<file path="src/rtl/ser2par_collector.sv">
// ser2par_collector: rebuilds LSB-first serial bit streams into w-bit words.
// The accumulator and the holding register form a two-level buffer, so the
// shifter can keep streaming while the consumer drains the previous word.
// Once both levels are full, bit_rdy drops until the holding register drains.
module ser2par_collector #(
    parameter int w = 8
) (
    input  logic                 clk,
    input  logic                 rst,
    input  logic                 clr,
    input  logic                 bit_in,
    input  logic                 bit_vld,
    output logic                 bit_rdy,
    output logic [w-1:0]         data_out,
    output logic                 out_vld,
    input  logic                 out_rdy,
    output logic [$clog2(w)-1:0] bit_cnt
);

    localparam int CW = $clog2(w);

    typedef enum logic {
        COLLECT = 1'b0,
        STALL   = 1'b1
    } state_t;

    state_t          state;
    state_t          state_nxt;
    logic [w-1:0]    acc;
    logic [CW-1:0]   cnt;
    logic            accept;
    logic            complete;
    logic            xfer;
    logic            hold_free;
    logic [w-1:0]    word;

    assign accept    = bit_vld && (state == COLLECT);
    assign complete  = accept && (cnt == CW'(w - 1));
    assign xfer      = out_vld && out_rdy;
    assign hold_free = !out_vld || out_rdy;
    assign word      = {bit_in, acc[w-1:1]};

    // State register
    always_ff @(posedge clk) begin
        if (rst) begin
            state <= COLLECT;
        end else begin
            state <= state_nxt;
        end
    end

    // Next state: stall when a word completes with the holding register busy,
    // and leave the stall once that register drains
    always_comb begin
        state_nxt = state;
        if (clr) begin
            state_nxt = COLLECT;
        end else begin
            case (state)
                COLLECT: if (complete && !hold_free) state_nxt = STALL;
                STALL:   if (xfer)                   state_nxt = COLLECT;
                default: state_nxt = COLLECT;
            endcase
        end
    end

    // Outputs decoded from state only, so out_rdy never reaches bit_rdy combinationally
    always_comb begin
        bit_rdy = (state == COLLECT);
        bit_cnt = (state == COLLECT) ? cnt : '0;
    end

    // Accumulator: shift in accepted bits, wrap the count on each completed word
    always_ff @(posedge clk) begin
        if (rst || clr) begin
            acc <= '0;
            cnt <= '0;
        end else if (accept) begin
            acc <= word;
            cnt <= complete ? '0 : cnt + CW'(1);
        end else if (state == STALL && xfer) begin
            acc <= '0;
        end
    end

    // Holding register: load a freshly completed word or the stalled word,
    // otherwise drop out_vld after a transfer (data_out keeps its last value)
    always_ff @(posedge clk) begin
        if (rst) begin
            data_out <= '0;
            out_vld  <= 1'b0;
        end else if (!clr && complete && hold_free) begin
            data_out <= word;
            out_vld  <= 1'b1;
        end else if (!clr && state == STALL && xfer) begin
            data_out <= acc;
            out_vld  <= 1'b1;
        end else if (xfer) begin
            out_vld  <= 1'b0;
        end
    end

endmodule
</file>
<file path="config.mk">
export PLATFORM = sky130hd
export DESIGN_NAME = ser2par_collector
export DESIGN_NICKNAME = d
export VERILOG_FILES = /design/src/rtl/ser2par_collector.sv
export SDC_FILE = /design/constraint.sdc
export NUM_CORES = 1
export LEC_CHECK = 0
export BUFFER_PORTS_ARGS = -buffer_cell sky130_fd_sc_hd__buf_2
export CAP_MARGIN = 20
export CORE_MARGIN = 2
export CORE_UTILIZATION = 49
export DETAILED_ROUTE_END_ITERATION = 16
export PLACE_DENSITY = 0.72
export SETUP_SLACK_MARGIN = 0.2
export SLEW_MARGIN = 20
export SYNTH_ARGS = -nofsm -noshare
export SYNTH_HDL_FRONTEND = slang
export SYNTH_SLANG_ARGS = --single-unit
</file>
<file path="constraint.sdc">
create_clock -name clk -period 2.2 [get_ports clk]
set_clock_uncertainty 0.1 [all_clocks]
set_input_delay 0 -clock clk [delete_from_list [all_inputs] [get_ports clk]]
set_output_delay 0 -clock clk [all_outputs]
set_load 0.05 [all_outputs]
</file>
Yosys cells after proc, flatten, opt, wreduce, memory -nomap -nowiden
Cells that the tools add are included.

storage, ports and cells
  register bits = 21
  input port bits = 6
  logic and storage cells = 38
  output and inout port bits = 13

cells by class
  add/sub/neg operators = 1
  equality and inequality tests = 1
  bitwise logic cells = 1
  reductions and logical operators = 18
  mux-type cells = 12

operators with widths
  operator                                                       number
  8-bit 2-to-1 mux                                               4
  1-bit logical AND                                              9
  3-bit 2-to-1 mux                                               2
  1-bit 2-to-1 mux                                               5
  2-bit nonzero test                                             2
  3-bit by 1-bit adder with 3-bit output, second input constant  1
  3-bit equality test, second input constant                     1
  1-bit zero test                                                3
  3-bit nonzero test                                             1
  1-bit logical OR                                               2
  1-bit case mux with 2 select lines                             1
  2-bit OR reduction                                             1
  1-bit inverter                                                 1

Depth between registers and ports, before layout
Gate-level depths: netlist (run 1).

  depth in word-level cells = 6
  gate-level depth with buffers = 7
  gate-level depth less buffers = 5

Worst setup path after synthesis (run 1)
No wires, ideal clock.

  kind = register to register
  start = register cnt[0]
  end = register data_out[0]
  cell stages (with the launch flop) = 8
  period minus slack after synthesis = 1.629 ns
  path slack = 0.571 ns
  arrival time = 1.441 ns
  path buffers = 2
  setup time = 0.088 ns
  required time = 2.012 ns
  cell sequence = dfxtp_1 -> ha_1 -> ha_1 -> nand4bb_1 -> buf_2 -> or2_1 -> buf_6 -> a311oi_2

on the way
  cells in the longest elaborated chain, start to end = 5
  elaborated cells between the ends (all ways) = 6
  those cells by class = eq/ne: 1; mux: 1; reduce/logical: 4

RTL lines
  what                                                           RTL line  source
  start, declared                                                30        logic [CW-1:0] cnt;
  start signal, assigned                                         80        cnt <= complete ? '0 : cnt + CW'(1);
  3-bit equality test *                                          38        assign complete = accept && (cnt == CW'(w - 1));
  1-bit logical AND *                                            38
  1-bit logical AND * (2 in a row)                               92        end else if (!clr && complete && hold_free) begin
  8-bit 2-to-1 mux / 2-bit nonzero test (equally long branches)  n/a
  end signal, assigned                                           93        data_out <= word;
  end, declared                                                  14        output logic [w-1:0] data_out,

Every way passes the cells marked *; elsewhere a longest branch is shown, timed or not.
A chain may end at the register's enable or synchronous reset.

Worst setup path in the final report (run 1)
  start = register cnt[0]
  end = register state

on the way
  cells in the longest elaborated chain, start to end = 5

RTL lines
  what                                RTL line  source
  3-bit equality test                 38
  1-bit logical AND                   38
  1-bit logical AND                   60        COLLECT: if (complete && !hold_free) state_nxt = STALL;
  1-bit 2-to-1 mux                    60
  1-bit case mux with 2 select lines  59        case (state)
  end signal, assigned                48        state <= state_nxt;
  end, declared                       27        state_t state;

No other way between the ends.

==> results of run 1 <==
## registers in the layout, summed over array words and instances (netlist names)
register  flops
acc           8
data_out      8
cnt           3
state         1
out_vld       1
## power by group through the flow
stage               Combinational [W]  Clock (W)  Sequential, W
floorplan                   0.0000240          0       0.000392
global placement            0.0000345          0       0.000392
detailed placement          0.0000347          0       0.000393
CTS                         0.0000402   0.000196       0.000384
global route                0.0000437   0.000208       0.000385
finish                      0.0000401   0.000186       0.000384
## final cells by class
| class | count | area share [%] |
|---|---|---|
| Clock buffer | 3 | 1.93 |
| Clock inverter | 1 | 0.428 |
| Inverter | 2 | 0.642 |
| Multi-Input combinational cell | 84 | 44.2 |
| Sequential cell | 21 | 36.0 |
| Tap cell | 27 | 2.89 |
| Timing Repair Buffer | 26 | 13.9 |
## worst max-delay path by stage
| stage | start | to |
|---|---|---|
| final | cnt[0] | state |
| after detailed placement | cnt[0] | data_out[5] |
| after floorplan | cnt[0] | data_out[0] |
| after CTS | cnt[0] | state |
| after global placement | cnt[0] | data_out[0] |
| after global routing | cnt[0] | state |
## cells by family after synthesis
family          count (synthesis)
compound gates                 21
fa+ha+maj                       2
buf+inv                        11
flops                          21
mux                             1
simple gates                   60
## cell usage after synthesis
master	count
a311oi_2	8
or2_2	1
o21ai_0	1
nand4bb_1	1
dfxtp_1	21
clkbuf_1	1
or2_1	1
nand2b_1	1
nand2_1	27
a221oi_1	1
nor3_1	8
inv_1	2
buf_6	2
nor2b_1	6
clkbuf_2	1
buf_2	5
and4b_1	1
a21oi_1	11
ha_1	2
nand3_1	10
nand3b_1	1
nand4b_1	1
nor2_1	2
mux2i_1	1
## repair_timing
item                                   in CTS  in global routing
hold buffers                                5                  0
endpoints found under the hold margin      11                  0
gates resized for setup                     0                  0
## worst max-delay path, cell delays in order, from the launching register on
cell and delay, ns:
dfxtp_1 0.38, ha_1 0.16, ha_1 0.21, nand3_1 0.09, a221oi_1 0.25, dlygate4sd3_1 0.58
## through the flow
step           cells  utilization, %
2_1_floorplan    116               -
3_3_place_gp     155            56.2
3_5_place_dp     155            56.2
4_1_cts          164            60.2
5_1_grt          164            60.2
6_report         164            60.2
## layer usage
| metal | track usage, % | part of all wire (%) |
|---|---|---|
| met1 | 24.7 | 47 |
| met2 | 27.7 | 48 |
| met3 | 1.84 | 3.4 |
| met4 | 7.14 | 1.2 |
| met5 | 0 | 0 |
==> impl_metrics.csv, run 1 <==
group,metric,value,unit
critical_path,worstRegToRegCells,5,
clock_network,cts_setup_buffers,0,
timing,max_freq,552,MHz
finish,fillCellCount,190,
critical_path,r2r_end,"state",
place,numPortBuffers,18,
pwr,pwr_density_cell,522,nW/um^2
floorplan,initial_core_util,51.5,%
synth,synth_nets,124,
floorplan,die-area,2420,sq um
synth,synth_top_area_share,42.0,%
synth,syn_inst,116,
global_route,grt_pass1_wl,3.39,mm
timing,finalCritPeriodShare,82.4,%
timing,rsz0062_at_grt,"no",
pwr,vdd_drop_max,0.000325,V
synth,synth_xor_area_share,0,%
clock_network,cts.sinks,21,
pwr,p_leak,0.449,nW
critical_path,r2r_slack,0.39,ns
worst_hold_path,min-delay-path-class,"primary input to register",
finish,fin_nets,146,
synth,synth_cell_types,24,
synth,yosysTopAreaCell,"dfxtp_1",
finish,drive_gt1_share,24.8,%
critical_path,critPathKind,"register to register",
drt,num_vias,890,
clock_network,numCtsBuffers,3,
global_route,grt_max_degree,13,
synth,muxShareOfSynthArea,1.00,%
place,hpwl,1.43,mm
timing,hold_ws,0.0805,ns
floorplan,io_pins,19,
critical_path,startpoint_type,"register",
drt,antenna_left,0,
finish,ff_latch_area,420,sq um
place,gp_congestion,0.758,
synth,ys.warnings.count,0,
drt,drc_errors,0,
finish,final_common_cell,"nand2_1",
timing,slew_violations,0,
clock_network,ctsLongestPathBuffers,2,
clock_network,clk_latency,0.30,ns
pwr,clkPwrFrac,30.5,%
flow_run,maxCapViolations,0,
synth,synth-compound-area-share,18.9,%
synth,synth_seq_cells,21,
timing,final-setup-viol-count,0,
finish,layout_common_cells,"27 x nand2_1, 21 x dfxtp_1, 18 x buf_2, 11 x a21oi_1, 10 x nand3_1",
place,preCtsSetupSlack,0.528,ns
synth,synth_seq_area_share,42.0,%
worst_hold_path,holdPathEnd,"out_vld",
finish,final_cell_area,1170,sq um
critical_path,endpoint_kind,"register",
floorplan,die_w,49.2,um
synth,synth_fa_ha_area_share,2.50,%
finish,multi_input_area,517,sq um
pwr,intPower,0.000465,W
timing,fin_crit,1.81,ns
timing,worstMarginPinSlew,0.405,ns
timing,tns,0,ns
drt,via_per_inst,5.43,
finish,area.growth.synth_to_final,16.7,%
global_route,gr-total-overflow,0,
drt,drtIter0Drc,12,
synth,synthSimpleGateAreaFrac,29.3,%
clock_network,clk_pin_slew,0.12,ns
critical_path,worst-endpoint-required,2.35,ns
synth,synth_area_per_cell,8.63,sq um
pwr,comb_power_share,6.6,%
global_route,grtUsageTotal,17.6,%
critical_path,crit_path_max_fanout,4,
drt,drt_wl_total,2.02,mm
drt,post_drt_wl_per_cell,12.3,um
worst_hold_path,holdPathStages,4,
finish,antenna-diode-count,0,
synth,synthesis.area,1000,sq um
synth,synth_top_family_by_area,"simple AND/OR/NAND/NOR gates",
floorplan,rows,16,
global_route,antenna_found_initial,0,
pwr,p_sw_share,23.7,%
timing,hold_viol,0,
timing,slew_headroom,73.0,%
critical_path,r2r_start,"cnt[0]",
floorplan,core,1940,sq um
worst_hold_path,min_from,"bit_vld",
clock_network,htreeDepth,1,
timing,setup_ws,0.388,ns
place,place_area,1090,sq um
critical_path,worst_ep_arrival_time,1.96,ns
synth,synth_top_cells_by_area,"dfxtp_1 42%, a311oi_2 12%, nand2_1 10%, a21oi_1 5.5%, nand3_1 5.0%",
floorplan,die_h,49.2,um
pwr,p_switching,0.000145,W
global_route,grt_pass1_vias,748,
clock_network,cts_tree,"done",
pwr,p_total,0.000610,W
pwr,power_frac_seq,62.9,%
drt,first_pass_iters,4,
clock_network,clock-root-buffer,"clkbuf_4",
run_status,status,"complete, no violations",
Power figures use the tool's default switching activity.
==> inputs of run 2 (changes only) <==
CORE_UTILIZATION = 47   (was 49)
clock period = 1.6 ns   (was 2.2 ns; I/O delays follow)
==> run 2 against run 1 <==
Net effect:
- cell area rose by 6.4%
- first-iteration DRC count rose by 17%
- register-to-register slack got worse by 0.29 ns
- non-clock buffer count rose by 4
- clock-buffer cell count did not move
==> impl_metrics.csv, run 2 (synthesis gave the netlist of run 1 again) <==
group,metric,value,unit
run_status,status,"complete, no violations",
floorplan,initial_core_util,50.5,%
critical_path,crit_top_cell,"ha_4",
timing,setup_ws,0.0962,ns
clock_network,htreeDepth,1,
floorplan,rows,16,
pwr,p_total,0.000847,W
pwr,vdd_drop_max,0.000498,V
clock_network,clk_latency,0.30,ns
drt,antenna_left,0,
timing,slew_headroom,75.8,%
timing,finalCritPeriodShare,94.0,%
critical_path,slowest_delay,0.38,ns
finish,area.growth.synth_to_final,24.2,%
critical_path,worst_ep_arrival_time,1.63,ns
pwr,p_leak,0.469,nW
global_route,grt_pass1_wl,3.65,mm
place,hpwl,1.47,mm
critical_path,r2r_start,"cnt[0]",
timing,tns,0,ns
worst_hold_path,holdPathStages,2,
critical_path,r2r_slack,0.1,ns
critical_path,crit_buf_inv,0,
timing,slew_violations,0,
finish,fillCellCount,176,
critical_path,endpoint_kind,"register",
global_route,gr-total-overflow,0,
finish,final_common_cell,"nand2_1",
critical_path,crit_slowest_cell,"dfxtp_4",
global_route,antenna_found_initial,0,
critical_path,crit_path_max_fanout,8,
global_route,grt_pass1_vias,795,
critical_path,r2r_end,"data_out[6]",
clock_network,cts.sinks,21,
drt,first_pass_iters,4,
pwr,pwr_density_cell,681,nW/um^2
timing,hold_viol,0,
drt,num_vias,885,
timing,worstMarginPinSlew,0.362,ns
critical_path,critPathKind,"register to register",
critical_path,path_cells,"ha_4 -> ha_4 -> nand4bb_1 -> or2_4 -> a311oi_2",
global_route,grt_max_degree,13,
floorplan,die-area,2520,sq um
finish,final_cell_area,1240,sq um
timing,rsz0062_at_grt,"yes",
finish,layout_common_cells,"27 x nand2_1, 18 x dfxtp_1, 17 x buf_2, 11 x a21oi_1, 10 x nand3_1",
timing,fin_crit,1.50,ns
floorplan,io_pins,19,
drt,drt_wl_total,2.12,mm
worst_hold_path,min_from,"acc[0]",
flow_run,maxCapViolations,0,
floorplan,die_h,50.2,um
floorplan,core,1980,sq um
clock_network,ctsLongestPathBuffers,2,
floorplan,die_w,50.2,um
drt,drc_errors,0,
place,numPortBuffers,18,
critical_path,worst-endpoint-required,1.73,ns
place,preCtsSetupSlack,0.0337,ns
clock_network,numCtsBuffers,3,
clock_network,clk_pin_slew,0.12,ns
critical_path,startpoint_type,"register",
clock_network,clock-root-buffer,"clkbuf_4",
finish,drive_gt1_share,33.3,%
critical_path,cp-startpoint,"cnt[0]",
finish,fin_nets,150,
global_route,grtUsageTotal,18.5,%
finish,reg_top3,"acc x8, data_out x8, cnt x3",
place,place_area,1130,sq um
finish,antenna-diode-count,0,
worst_hold_path,holdPathEnd,"acc[0]",
worst_hold_path,min-delay-path-class,"register to register",
timing,final-setup-viol-count,0,
clock_network,cts_tree,"done",
drt,via_per_inst,5.27,
drt,drtIter0Drc,14,
timing,hold_ws,0.387,ns
timing,max_freq,665,MHz
critical_path,critPathTopFamily,"simple AND/OR/NAND/NOR gates",
place,gp_congestion,0.836,
critical_path,worstRegToRegCells,5,
drt,post_drt_wl_per_cell,12.6,um
==> run 2: cell types whose count changed in the layout (fill, tap and decap cells not counted), sizes merged <==
cell,change
buf,+3
clkbuf,+1
==> run 2: through the flow <==
step / std cells / util (%)
2_1_floorplan: 116 / -
4_1_cts: 166 / 61.7
3_3_place_gp: 156 / 56.9
3_5_place_dp: 156 / 56.9
6_report: 168 / 62.8
5_1_grt: 168 / 62.8
==> run 2: final cells by class <==
type                       instances  area [sq um]  area share, %
clock buffer                       3          22.5           1.81
multi-input combinational         84           553           44.5
inverter                           2          7.51          0.604
clock inverter                     1          5.00          0.402
tap                               27          33.8           2.72
timing repair buffer              30           195           15.7
sequential                        21           427           34.3
==> run 2: worst max path at each step <==
stage	to	slack [ns]	cells past startpoint
after floorplan	data_out[0]	0.04	7
after global placement	data_out[0]	0.07	5
after global routing	data_out[1]	0.04	5
after CTS	data_out[2]	0.12	5
final	data_out[6]	0.1	5
after detailed placement	data_out[3]	0.03	5
==> run 2: power breakdown <==
part	total (W)	internal [W]	switching, W	leakage (nW)
combinational	0.0000627	0.0000268	0.0000359	0.280
clock	0.000257	0.0000933	0.000164	0.0177
sequential	0.000528	0.000525	0.00000298	0.171
total	0.000847	0.000645	0.000203	0.469
==> run 2: per-layer routing <==
metal	share of wire, %	global-route usage, %	up-vias
met5	0	0	-
met4	0.85	5.56	0
met3	3.9	3.57	2
met2	47	29.2	24
met1	48	25.7	402
li1	-	-	457
==> run 2: timing repair <==
action / in CTS / in global routing
hold endpoints to repair: 11 / 0
hold buffers: 5 / 0
pin swaps: 1 / 3
gates cloned: 0 / 0
setup endpoints to repair: 16 / 9
buffers inserted: 1 / 2
resized for setup: 3 / 3
==> run 2: worst min-delay path: stages, from the launching register on <==
cell and delay, ns:
dfxtp_1 0.33, nand3_1 0.06, a21oi_1 0.06
==> inputs of run 3 (changes only) <==
SETUP_SLACK_MARGIN = 0.02   (was 0.2)
SLEW_MARGIN = not set   (was 20)
==> run 3 against run 2 <==
Net effect:
- sequential share of layout area increased by 0.82 points
- critical endpoint is now data_out[0]
- cell count decreased by 1.8%
- highest routed layer unchanged
- clock power decreased by 2%
- sequential power about the same
==> impl_metrics.csv, run 3 (synthesis gave the netlist of run 1 again) <==
group,metric,value,unit
worst_hold_path,holdPathStages,2,
clock_network,clock-root-buffer,"clkbuf_4",
floorplan,io_pins,19,
finish,final_common_cell,"nand2_1",
place,gp_congestion,0.835,
drt,antenna_left,0,
drt,via_per_inst,5.24,
finish,finalNonFillerCells,165,
timing,tns,0,ns
place,place_area,1130,sq um
critical_path,cp-startpoint,"cnt[0]",
critical_path,r2r_slack,0.13,ns
pwr,p_leak,0.450,nW
critical_path,worst-endpoint-required,1.72,ns
floorplan,rows,16,
finish,fin_nets,147,
critical_path,crit_buf_inv,0,
critical_path,crit_path_max_fanout,8,
timing,hold_ws,0.382,ns
drt,drt_wl_total,2.04,mm
finish,layout_common_cells,"27 x nand2_1, 18 x dfxtp_1, 18 x buf_2, 11 x a21oi_1, 10 x nand3_1",
floorplan,die_h,50.2,um
critical_path,critPathKind,"register to register",
drt,drc_errors,0,
critical_path,crit_top_cell,"ha_4",
timing,final-setup-viol-count,0,
timing,rsz0062_at_grt,"no",
worst_hold_path,min_from,"acc[0]",
timing,worstMarginPinSlew,0.371,ns
critical_path,r2r_end,"data_out[0]",
clock_network,ctsLongestPathBuffers,2,
critical_path,slowest_delay,0.38,ns
drt,num_vias,864,
critical_path,cp.depth,5,
floorplan,core,1980,sq um
pwr,pwr_density_cell,696,nW/um^2
critical_path,r2r_start,"cnt[0]",
timing,setup_ws,0.131,ns
place,dp.cells,156,
critical_path,worstRegToRegCells,5,
clock_network,numCtsBuffers,3,
drt,drtIter0Drc,15,
finish,drive_gt1_share,29.7,%
global_route,grt_max_degree,13,
critical_path,path_cells,"ha_4 -> ha_4 -> nand4bb_1 -> or2_4 -> a311oi_2",
clock_network,clk_pin_slew,0.12,ns
critical_path,startpoint_type,"register",
finish,area.growth.synth_to_final,20.6,%
finish,final_cell_area,1210,sq um
critical_path,worst_ep_arrival_time,1.59,ns
critical_path,endpoint_kind,"register",
timing,finalCritPeriodShare,91.8,%
timing,slew_violations,0,
global_route,gr-total-overflow,0,
timing,slew_headroom,75.2,%
global_route,grtUsageTotal,18.2,%
place,hpwl,1.40,mm
drt,post_drt_wl_per_cell,12.4,um
critical_path,critPathTopFamily,"simple AND/OR/NAND/NOR gates",
timing,hold_viol,0,
worst_hold_path,min-delay-path-class,"register to register",
floorplan,die_w,50.2,um
run_status,status,"complete, no violations",
pwr,vdd_drop_max,0.000470,V
floorplan,die-area,2520,sq um
global_route,antenna_found_initial,0,
finish,fillCellCount,177,
finish,reg_top3,"acc x8, data_out x8, cnt x3",
flow_run,maxCapViolations,0,
global_route,grt_pass1_vias,803,
global_route,grt_pass1_wl,3.60,mm
timing,max_freq,681,MHz
worst_hold_path,holdPathEnd,"acc[0]",
floorplan,initial_core_util,50.5,%
clock_network,clk_latency,0.30,ns
drt,first_pass_iters,4,
timing,fin_crit,1.47,ns
clock_network,htreeDepth,1,
clock_network,cts.sinks,21,
place,numPortBuffers,18,
critical_path,crit_slowest_cell,"dfxtp_2",
finish,antenna-diode-count,0,
clock_network,cts_tree,"done",
place,preCtsSetupSlack,0.0278,ns
-- run 3: through the flow --
stage | power [W] | util (%)
after floorplan | 0.000573 | -
after global placement | 0.000589 | 56.9
after detailed placement | 0.000589 | 56.9
after CTS | 0.000846 | 60.9
after global routing | 0.000885 | 60.9
final | 0.000841 | 60.9
-- run 3: repair_timing --
item | in CTS | in global routing
endpoints found under the setup margin | 6 | 0
hold endpoints to repair | 11 | 0
hold buffers | 5 | 0
buffers inserted | 0 | 0
gates resized for setup | 1 | 0
-- run 3: layer usage --
layer  vias to the layer above  GRT usage, %  wire [um]
met2                        14          29.6        999
met5                         -             0          0
met1                       396          24.7        958
li1                        450             -          -
met3                         4          3.57         64
met4                         0          4.17         20
-- run 3: power breakdown --
part / leakage, nW / switching, W / internal [W]
Combinational: 0.262 / 0.0000351 / 0.0000237
Clock: 0.0177 / 0.000160 / 0.0000932
Sequential: 0.171 / 0.00000315 / 0.000526
-- run 3: worst max path at each step --
stage / endpoint / slack (ns)
2_1_floorplan: data_out[0] / 0.04
3_3_place_gp: data_out[0] / 0.07
3_5_place_dp: data_out[0] / 0.03
4_1_cts: data_out[0] / 0.12
5_1_grt: data_out[0] / 0.05
6_report: data_out[0] / 0.13
-- run 3: layout make-up --
cell class / instances / area (sq um) / share of cell area (%)
multi-input cells: 84 / 544 / 45.1
flip-flops and latches: 21 / 424 / 35.1
repair buffers: 27 / 170 / 14.1
well taps: 27 / 33.8 / 2.80
clock buffers: 3 / 22.5 / 1.87
inverters: 2 / 7.51 / 0.622
clock inverters: 1 / 5.00 / 0.415
-- run 3: worst register-to-register path, stage by stage, from the launching register on --
cell and delay [ns]:
dfxtp_2 0.38, ha_4 0.14, ha_4 0.13, nand4bb_1 0.13, or2_4 0.31, a311oi_2 0.20
